### src/rtl/multicycle_control_fsm.sv
// Multicycle main control unit: walks each instruction through fetch, decode,
// execute, memory and write-back, driving datapath selects and write enables.
module multicycle_control_fsm #(
  parameter int OP_W    = 6,
  parameter int STATE_W = 4
) (
  input  logic               clk,
  input  logic               rst,
  input  logic [OP_W-1:0]    opcode,
  input  logic               zero,
  input  logic               mem_ready,
  output logic               mem_read,
  output logic               mem_write,
  output logic               i_or_d,
  output logic               ir_write,
  output logic               pc_write,
  output logic [1:0]         pc_source,
  output logic               alu_src_a,
  output logic [1:0]         alu_src_b,
  output logic [1:0]         ALU_OP,
  output logic [3:0]         ALU_I_OP,
  output logic               reg_write,
  output logic               reg_dst,
  output logic               mem_to_reg,
  output logic               illegal,
  output logic [STATE_W-1:0] state
);

  typedef enum logic [3:0] {
    S_FETCH    = 4'd0,
    S_DECODE   = 4'd1,
    S_MEM_ADDR = 4'd2,
    S_MEM_RD   = 4'd3,
    S_MEM_WB   = 4'd4,
    S_MEM_WR   = 4'd5,
    S_EXEC_R   = 4'd6,
    S_R_WB     = 4'd7,
    S_BRANCH   = 4'd8,
    S_JUMP     = 4'd9,
    S_EXEC_I   = 4'd10,
    S_I_WB     = 4'd11
  } state_e;

  localparam logic [OP_W-1:0] OP_R    = OP_W'(6'b000000);
  localparam logic [OP_W-1:0] OP_J    = OP_W'(6'b000010);
  localparam logic [OP_W-1:0] OP_BEQ  = OP_W'(6'b000100);
  localparam logic [OP_W-1:0] OP_BNE  = OP_W'(6'b000101);
  localparam logic [OP_W-1:0] OP_ADDI = OP_W'(6'b001000);
  localparam logic [OP_W-1:0] OP_SLTI = OP_W'(6'b001010);
  localparam logic [OP_W-1:0] OP_ANDI = OP_W'(6'b001100);
  localparam logic [OP_W-1:0] OP_ORI  = OP_W'(6'b001101);
  localparam logic [OP_W-1:0] OP_LW   = OP_W'(6'b100011);
  localparam logic [OP_W-1:0] OP_SW   = OP_W'(6'b101011);

  state_e          state_q, state_d;
  logic [OP_W-1:0] op_q, op_d;
  logic            illegal_q, illegal_d;

  logic       mem_read_c, mem_write_c, i_or_d_c, ir_write_c, pc_write_c;
  logic [1:0] pc_source_c, alu_src_b_c, alu_op_c;
  logic       alu_src_a_c, reg_write_c, reg_dst_c, mem_to_reg_c;
  logic [3:0] alu_i_op_c;

  always_comb begin
    state_d      = state_q;
    op_d         = op_q;
    illegal_d    = illegal_q;
    mem_read_c   = 1'b0;
    mem_write_c  = 1'b0;
    i_or_d_c     = 1'b0;
    ir_write_c   = 1'b0;
    pc_write_c   = 1'b0;
    pc_source_c  = 2'b00;
    alu_src_a_c  = 1'b0;
    alu_src_b_c  = 2'b00;
    alu_op_c     = 2'b00;
    alu_i_op_c   = 4'b0000;
    reg_write_c  = 1'b0;
    reg_dst_c    = 1'b0;
    mem_to_reg_c = 1'b0;
    case (state_q)
      S_FETCH: begin
        mem_read_c  = 1'b1;
        alu_src_b_c = 2'b01;
        if (mem_ready) begin
          ir_write_c = 1'b1;
          pc_write_c = 1'b1;
          state_d    = S_DECODE;
        end
      end
      S_DECODE: begin
        // ALU precomputes the branch target while the opcode is classified.
        op_d        = opcode;
        alu_src_b_c = 2'b11;
        case (opcode)
          OP_LW, OP_SW:                      state_d = S_MEM_ADDR;
          OP_R:                              state_d = S_EXEC_R;
          OP_BEQ, OP_BNE:                    state_d = S_BRANCH;
          OP_J:                              state_d = S_JUMP;
          OP_ADDI, OP_ANDI, OP_ORI, OP_SLTI: state_d = S_EXEC_I;
          default: begin
            illegal_d = 1'b1;
            state_d   = S_FETCH;
          end
        endcase
      end
      S_MEM_ADDR: begin
        alu_src_a_c = 1'b1;
        alu_src_b_c = 2'b10;
        state_d     = (op_q == OP_SW) ? S_MEM_WR : S_MEM_RD;
      end
      S_MEM_RD: begin
        mem_read_c = 1'b1;
        i_or_d_c   = 1'b1;
        if (mem_ready) state_d = S_MEM_WB;
      end
      S_MEM_WB: begin
        reg_write_c  = 1'b1;
        mem_to_reg_c = 1'b1;
        state_d      = S_FETCH;
      end
      S_MEM_WR: begin
        mem_write_c = 1'b1;
        i_or_d_c    = 1'b1;
        if (mem_ready) state_d = S_FETCH;
      end
      S_EXEC_R: begin
        alu_src_a_c = 1'b1;
        alu_op_c    = 2'b10;
        state_d     = S_R_WB;
      end
      S_R_WB: begin
        reg_write_c = 1'b1;
        reg_dst_c   = 1'b1;
        state_d     = S_FETCH;
      end
      S_BRANCH: begin
        alu_src_a_c = 1'b1;
        alu_op_c    = 2'b01;
        pc_source_c = 2'b01;
        pc_write_c  = ((op_q == OP_BEQ) && zero) || ((op_q == OP_BNE) && !zero);
        state_d     = S_FETCH;
      end
      S_JUMP: begin
        pc_source_c = 2'b10;
        pc_write_c  = 1'b1;
        state_d     = S_FETCH;
      end
      S_EXEC_I: begin
        alu_src_a_c = 1'b1;
        alu_src_b_c = 2'b10;
        alu_op_c    = 2'b11;
        case (op_q)
          OP_ADDI: alu_i_op_c = 4'b0010;
          OP_ANDI: alu_i_op_c = 4'b0000;
          OP_ORI:  alu_i_op_c = 4'b0001;
          OP_SLTI: alu_i_op_c = 4'b0100;
          default: alu_i_op_c = 4'b0000;
        endcase
        state_d = S_I_WB;
      end
      S_I_WB: begin
        reg_write_c = 1'b1;
        state_d     = S_FETCH;
      end
      default: state_d = S_FETCH;
    endcase
  end

  always_ff @(posedge clk) begin
    if (rst) begin
      state_q   <= S_FETCH;
      op_q      <= '0;
      illegal_q <= 1'b0;
    end else begin
      state_q   <= state_d;
      op_q      <= op_d;
      illegal_q <= illegal_d;
    end
  end

  // Reset squashes every request in the same cycle, so an in-flight access is dropped.
  assign mem_read   = mem_read_c   & ~rst;
  assign mem_write  = mem_write_c  & ~rst;
  assign i_or_d     = i_or_d_c     & ~rst;
  assign ir_write   = ir_write_c   & ~rst;
  assign pc_write   = pc_write_c   & ~rst;
  assign pc_source  = rst ? 2'b00 : pc_source_c;
  assign alu_src_a  = alu_src_a_c  & ~rst;
  assign alu_src_b  = rst ? 2'b00 : alu_src_b_c;
  assign ALU_OP     = rst ? 2'b00 : alu_op_c;
  assign ALU_I_OP   = rst ? 4'b0000 : alu_i_op_c;
  assign reg_write  = reg_write_c  & ~rst;
  assign reg_dst    = reg_dst_c    & ~rst;
  assign mem_to_reg = mem_to_reg_c & ~rst;
  assign illegal    = illegal_q    & ~rst;
  assign state      = STATE_W'(state_q);

endmodule

### config.mk
export PLATFORM = sky130hd
export DESIGN_NAME = multicycle_control_fsm
export DESIGN_NICKNAME = d
export VERILOG_FILES = /design/src/rtl/multicycle_control_fsm.sv
export SDC_FILE = /design/constraint.sdc
export NUM_CORES = 1
export LEC_CHECK = 0
export ABC_AREA = 1
export CAP_MARGIN = 30
export CORE_MARGIN = 1.5
export CORE_UTILIZATION = 40
export DETAILED_ROUTE_END_ITERATION = 8
export PLACE_DENSITY = 0.75
export SYNTH_ARGS = -nofsm -noshare
export SYNTH_HDL_FRONTEND = slang
export SYNTH_SLANG_ARGS = --single-unit
### constraint.sdc
create_clock -name clk -period 1.35 [get_ports clk]
set_input_delay 0.27 -clock clk [delete_from_list [all_inputs] [get_ports clk]]
set_output_delay 0.27 -clock clk [all_outputs]
set_load 0.03 [all_outputs]
==> out/metrics.yaml, run 1 <==
status:
  status: "did not finish"
  error: "[ERROR DPL-0038] Utilization greater than 100%, impossible to legalize"
  stop_stage: "5_1_grt"
logic_synthesis:
  synthCells: 156
  synth-edff-count: 0
  yosys.area.top_type: "dfxtp_1"
  synth.net_count: 166
  synth_cell_type_count: 23
  async_flop_share: 0
  synth_flop_cell: "dfxtp_1"
  netlist_area_um2: 912
  synth.avg_cell_area_um2: 5.85
  synth.yosys.warnings: 0
  ys_ff_latch: 11
  synth.area.top_cells: "dfxtp_1 24%, nand2_1 14%, inv_1 12%, nor2_1 8.6%, a21oi_1 7.1%"
  ys_seq_area_frac: 0.241
  yosysTopAreaCellShare: 0.241
clock_network:
  htree_levels: 1
  cts_buffers: 3
  cts_hold_buf: 0
  cts_buffer_depth: 2
  clock_sinks: 11
  root_buffer: "clkbuf_4"
floorplan:
  initial_core_util: 0.416
  die_y_um: 50.8
  row_count: 17
  io_pins: 34
  die_w_um: 50.8
grt:
  grt_start_max_net_pins: 13
sta:
  crit_endpoint: "ALU_I_OP[2]"
  worst-ep-kind: "primary output"
placed_design:
  io_buffer_count: 32
  dp.final_hpwl_um: 2580
  gp_congestion: 0.849
per-stage QoR:
step	utilization	instance area (um2)	setup TNS, ns	setup WS [ns]	instances
after floorplan	-	1090	-0.951	-0.246	156
after global placement	0.756	1660	-5.66	-0.431	250
after detailed placement	0.756	1660	-6.30	-0.458	250
after CTS	0.901	1970	-5.39	-0.409	270
synthesized netlist by cell type, types with 2 or more instances:
master,instances
nand2_1,35
inv_1,28
dfxtp_1,11
nand3_1,11
a21oi_1,13
nor2_1,21
o21ai_2,4
nor4_1,2
o21ai_0,4
buf_4,2
nand2_2,3
nand4_1,2
a21oi_2,4
nor3_1,7
repair_timing:
item | in CTS
endpoints found under the setup margin | 20
setup buffers | 16
pin swaps | 15
cloned | 0
gates resized for setup | 53
kinds of logic after synthesis:
| kind of cell | Yosys count | share of synthesized area |
|---|---|---|
| simple gates | 85 | 0.416 |
| buf+inv | 32 | 0.152 |
| compound gates | 27 | 0.187 |
| flops | 11 | 0.241 |
| other cells | 1 | 0.00411 |
==> run 2: changes to the inputs <==
CORE_UTILIZATION = 25   (was 40)
PLACE_DENSITY = unset   (was 0.75)
PLACE_DENSITY_LB_ADDON = 0.15   (was unset)
==> run 2 against run 1 <==
Compared with the run above: the flow now finishes, with violations (negative setup slack); area after synthesis unchanged; synthesized cell count unchanged.
==> out/metrics.yaml, run 2 <==
sta:
  final_hold_viol_count: 0
  hold_ws_ns: 0.453
  period_needed_ns: 1.70
  period_share: 1.26
  finalSetupViolCount: 21
  skew_ns: 0.00897
  setup_slack_ns: -0.351
  finalMaxSlewViolations: 0
  fmax_ghz: 0.588
  rsz0062_at_grt: "true"
floorplan:
  floorplan.die_area_um2: 4020
  core_um2: 3420
  die_w_um: 63.4
  initial_core_util: 0.267
  io_pins: 34
  die_y_um: 63.4
  row_count: 21
worst_setup_path:
  worst-path-buf-inv: 4
  cpPeakStageDelay_ns: 0.36
  crit_arrival_ns: 1.43
  crit_end: "alu_src_b[1]"
  r2r_start: "state[1]"
  r2r-end: "state[0]"
  cp-end-kind: "output port"
  crit_type: "reg -> out"
  path_max_fanout: 3
  crit_path_cell_trace: "inv_4 > buf_6 > nand2_8 > buf_12 > nor2_4 > nand2_2 > o31ai_2 > buf_4"
  rrSetupSlack_ns: -0.06
  reg2reg_depth: 9
  cp.required_ns: 1.08
  crit_cells: 8
  start_kind: "register"
  startpoint: "state[2]"
  critPathTopFamily: "buffers and inverters"
  cpMaxStageDelayCell: "dfxtp_4"
logic_synthesis:
  synth.yosys.warnings: 0
  synth-edff-count: 0
  async_flop_share: 0
  synth_cell_type_count: 23
  synth.area.mux_share: 0
  synth-compound-area-share: 0.187
  ys_seq_area_frac: 0.241
  netlist_area_um2: 912
  synth.net_count: 166
  synth_flop_cell: "dfxtp_1"
  yosysTopAreaCellShare: 0.241
  synth.avg_cell_area_um2: 5.85
  synth_fa_ha_area_frac: 0
  synth.most_common_cell: "nand2_1"
  yosys-top-cells-count: "35 x nand2_1, 28 x inv_1, 21 x nor2_1"
  synth-simple-area-share: 0.416
  ys_ff_latch: 11
  yosys.area.top_type: "dfxtp_1"
  synth.area.top_cells: "dfxtp_1 24%, nand2_1 14%, inv_1 12%, nor2_1 8.6%, a21oi_1 7.1%"
  synth_xor_area_frac: 0
  synth_top_family_by_area: "simple AND/OR/NAND/NOR gates"
  synthCells: 156
detailed_routing:
  routedWlPerCell_um: 12.6
  drt-vias-per-instance: 4.61
  route.met2.wl_um: 2050
  drc_errors: 0
  dr.pass1.iters: 4
  met3_length_um: 92
  totalWireLength_um: 3710
  antenna_left: 0
  num_vias: 1359
  top_layer: "met4"
  wl_met1_um: 1510
  drt_iter0_drc: 44
grt:
  antenna_found_initial: 0
  grt_overflow_total: 0
  grt_start_max_net_pins: 13
  grt_pass1_wl_um: 5590
  gr-usage-all-layers: 0.174
  first_global_vias: 1312
final_layout:
  diodes: 0
  syn2layout_area_growth_pct: 151
  top_register: "op_q"
  layout_common_cells: "45 x buf_4, 36 x buf_6, 18 x nand2_1"
  fin_util: 0.671
  final_common_cell: "buf_4"
  drive_above_1_share: 0.695
  nets: 260
  largest_reg_flops: 6
clock_network:
  htree_levels: 1
  cts_tree: "built"
  root_buffer: "clkbuf_4"
  clock_sinks: 11
  cts_buffers: 3
  clk_pin_slew_worst_paths_ns: 0.06
  cts_buffer_depth: 2
  clk_latency_ns: 0.27
min_path:
  min_path_type: "reg -> reg"
status:
  violations: "negative setup slack"
  status: "finished with violations"
pwr:
  peakVddDrop_v: 0.000365
  powerDensity_nw_per_um2: 545
  pwr-share-clk: 0.173
  internal_power_uw: 786
  p_leak_nw: 1.08
  finalPower_mw: 1.25
  pwr-share-comb: 0.523
  switching_share: 0.371
  p_switching_uw: 464
  pwr-share-seq: 0.304
run:
  drv_cap: 0
placed_design:
  io_buffer_count: 32
  gp_congestion: 0.837
  dp.final_hpwl_um: 2540
==> run 2: cell counts after synthesis <==
Identical to the previous run, type by type.
==> run 2: per-stage QoR <==
stage	setup TNS, ns	setup WS (ns)	std cells	cell area [um2]
finish	-4.68	-0.351	295	2290
global route	-6.53	-0.432	295	2290
CTS	-5.12	-0.403	293	2020
detailed placement	-7.38	-0.489	271	1710
global placement	-6.35	-0.434	271	1710
floorplan	-0.951	-0.246	156	1090
==> run 2: repair_timing <==
action,CTS,global route
endpoints found under the hold margin,0,0
gates cloned,0,1
endpoints found under the setup margin,20,30
hold buffers,0,0
gates resized for setup,44,68
pin swaps,17,26
buffers inserted,19,6
==> run 2: routing by layer <==
layer  GRT usage  up-vias
met2       0.320       35
li1            -      687
met4      0.0842        0
met5           0        -
met3      0.0179        6
met1       0.198      631
==> run 2: worst min-delay path by stage <==
| stage | startpoint | end | slack (ns) | cells past startpoint |
|---|---|---|---|---|
| final | illegal_q | illegal_q | 0.45 | 2 |
| after global routing | illegal_q | illegal_q | 0.49 | 2 |
| after CTS | illegal_q | illegal_q | 0.47 | 2 |
| after detailed placement | illegal_q | illegal_q | 0.45 | 2 |
| after global placement | illegal_q | illegal_q | 0.44 | 2 |
| after floorplan | opcode[0] | op_q[0] | 0.42 | 2 |
==> run 2: logic make-up after synthesis <==
logic type | count (synthesis)
compound gates | 27
simple gates | 85
flops | 11
buf+inv | 32
other cells | 1
==> run 2: power by group through the flow <==
stage | logic, mW | registers (mW) | clock network, mW
floorplan | 0.233 | 0.407 | 0
detailed placement | 0.468 | 0.383 | 0
CTS | 0.556 | 0.376 | 0.223
global route | 0.698 | 0.384 | 0.249
finish | 0.654 | 0.379 | 0.216
global placement | 0.465 | 0.382 | 0
==> run 2: final cells by class <==
class | count | area (um2)
Tap cell | 46 | 57.6
Sequential cell | 11 | 235
Timing Repair Buffer | 93 | 902
Multi-Input combinational cell | 113 | 945
Fill cell | 271 | 1120
Clock buffer | 4 | 26.3
Inverter | 28 | 125
==> run 2: worst register-to-register path, cell delays in order, from the launching register on <==
cell and delay, ns:
dfxtp_4 0.40, buf_4 0.17, nand2_4 0.08, nor2_4 0.12
buf_4 0.12, buf_4 0.12, nand2_1 0.09, nand2_1 0.09
inv_1 0.05, a21oi_2 0.11
Note: power is estimated with default switching activity, not from simulation.
==> run 3: changes to the inputs <==
GPL_ROUTABILITY_DRIVEN = 0   (was unset)
clock period = 1.57 ns   (was 1.35 ns; I/O delays follow)
==> run 3 against run 2 <==
Compared with the run above: the run still ends with negative setup slack left; via count shrank 5.6%; hold slack better by 0.013 ns; clock power decreased by 12%; cell count shrank 4.4%; sequential power is 12% lower; clock skew decreased by 0.0079 ns; total power decreased by 23%; global-route usage decreased by 1.4 points; clock-buffer cell count unchanged; largest cell class unchanged; largest power group unchanged; highest routed layer unchanged.
==> out/metrics.yaml, run 3 (synthesis gave the netlist of run 2 again) <==
worst_setup_path:
  rrSetupSlack_ns: 0.10
  cp.required_ns: 1.26
  cp-end-kind: "output port"
  crit_type: "reg -> out"
  start_kind: "register"
  startpoint: "state[0]"
  reg2reg_depth: 11
  crit_end: "reg_write"
  path_max_fanout: 3
  r2r_start: "state[2]"
  crit_arrival_ns: 1.40
  r2r-end: "state[2]"
pwr:
  powerDensity_nw_per_um2: 485
  peakVddDrop_v: 0.000196
  p_switching_uw: 360
  pwr-share-comb: 0.453
  internal_power_uw: 601
  pwr-share-clk: 0.199
  pwr-share-seq: 0.348
  switching_share: 0.374
  p_leak_nw: 0.940
sta:
  period_share: 1.09
  hold_ws_ns: 0.466
  period_needed_ns: 1.71
  rsz0062_at_grt: "true"
  finalMaxSlewViolations: 0
  fmax_ghz: 0.584
  setup_slack_ns: -0.142
  skew_ns: 0.00107
  final.setup.tns_ns: -1.26
  finalSetupViolCount: 17
  final_hold_viol_count: 0
grt:
  antenna_found_initial: 0
  grt_pass1_wl_um: 5120
  grt_start_max_net_pins: 13
  gr-usage-all-layers: 0.160
  first_global_vias: 1183
  grt_overflow_total: 0
final_layout:
  design_area_um2: 1980
  layout_common_cells: "41 x buf_4, 26 x nand2_1, 26 x buf_6"
  largest_reg_flops: 6
  syn2layout_area_growth_pct: 117
  final_common_cell: "buf_4"
  diodes: 0
  fin_util: 0.580
  drive_above_1_share: 0.551
  top_register: "op_q"
  nets: 247
  fillers: 315
detailed_routing:
  totalWireLength_um: 3370
  drc_errors: 0
  drt_iter0_drc: 37
  antenna_left: 0
  dr.pass1.iters: 4
  num_vias: 1283
  drt-vias-per-instance: 4.55
  routedWlPerCell_um: 12.0
status:
  status: "finished with violations"
  violations: "negative setup slack"
clock_network:
  clk_latency_ns: 0.27
  clock_sinks: 11
  htree_levels: 1
  cts_buffers: 3
  clk_pin_slew_worst_paths_ns: 0.07
  cts_tree: "built"
  root_buffer: "clkbuf_4"
  cts_buffer_depth: 2
floorplan:
  core_um2: 3420
  initial_core_util: 0.267
  die_w_um: 63.4
  die_y_um: 63.4
  floorplan.die_area_um2: 4020
  io_pins: 34
  row_count: 21
placed_design:
  dp.final_hpwl_um: 2420
  dp_slack_ns: -0.300
  io_buffer_count: 32
  dpl_cell_area_um2: 1550
run:
  drv_cap: 0
min_path:
  min_path_type: "reg -> reg"
run 3: final cells by class:
type                    count  area [um2]  area share
multi-input cells         113         815       0.411
inverters                  28         120      0.0606
repair buffers             80         727       0.367
clock buffers               4        26.3      0.0133
flip-flops and latches     11         236       0.119
well taps                  46        57.6      0.0290
run 3: how the worst min path moves through the flow:
stage / start / to / slack [ns] / cells after the start
2_1_floorplan: illegal_q / illegal_q / 0.42 / 2
3_3_place_gp: illegal_q / illegal_q / 0.44 / 2
3_5_place_dp: illegal_q / illegal_q / 0.46 / 2
4_1_cts: illegal_q / illegal_q / 0.47 / 2
5_1_grt: illegal_q / illegal_q / 0.50 / 2
6_report: illegal_q / illegal_q / 0.47 / 2
run 3: per-stage QoR:
stage	total power, mW	cells
5_1_grt	1.02	282
3_3_place_gp	0.675	254
3_5_place_dp	0.680	254
2_1_floorplan	0.548	156
4_1_cts	0.943	275
6_report	0.961	282
run 3: power groups by stage:
stage | Combinational, mW | Sequential, mW | Clock [mW]
after detailed placement | 0.341 | 0.339 | 0
final | 0.435 | 0.335 | 0.191
after floorplan | 0.198 | 0.350 | 0
after CTS | 0.405 | 0.334 | 0.204
after global placement | 0.339 | 0.337 | 0
after global routing | 0.467 | 0.339 | 0.212
run 3: what timing repair did:
action | 4_1_cts | 5_1_grt
endpoints found under the setup margin | 23 | 18
setup buffers | 17 | 8
hold buffers | 0 | 0
pin swaps | 17 | 12
gates resized for setup | 50 | 20
run 3: critical path: stages, from the launching register on:
cell and delay [ns]:
dfxtp_4 0.36, buf_6 0.13, buf_4 0.15, nor3_4 0.18, a21oi_2 0.06, a21oi_4 0.11
buf_6 0.14
run 3: layer usage:
layer / vias up / share of wire / track usage
li1: 665 / - / -
met1: 578 / 0.41 / 0.188
met2: 36 / 0.53 / 0.295
met3: 4 / 0.036 / 0.00893
met4: 0 / 0.014 / 0.0734
met5: - / 0 / 0
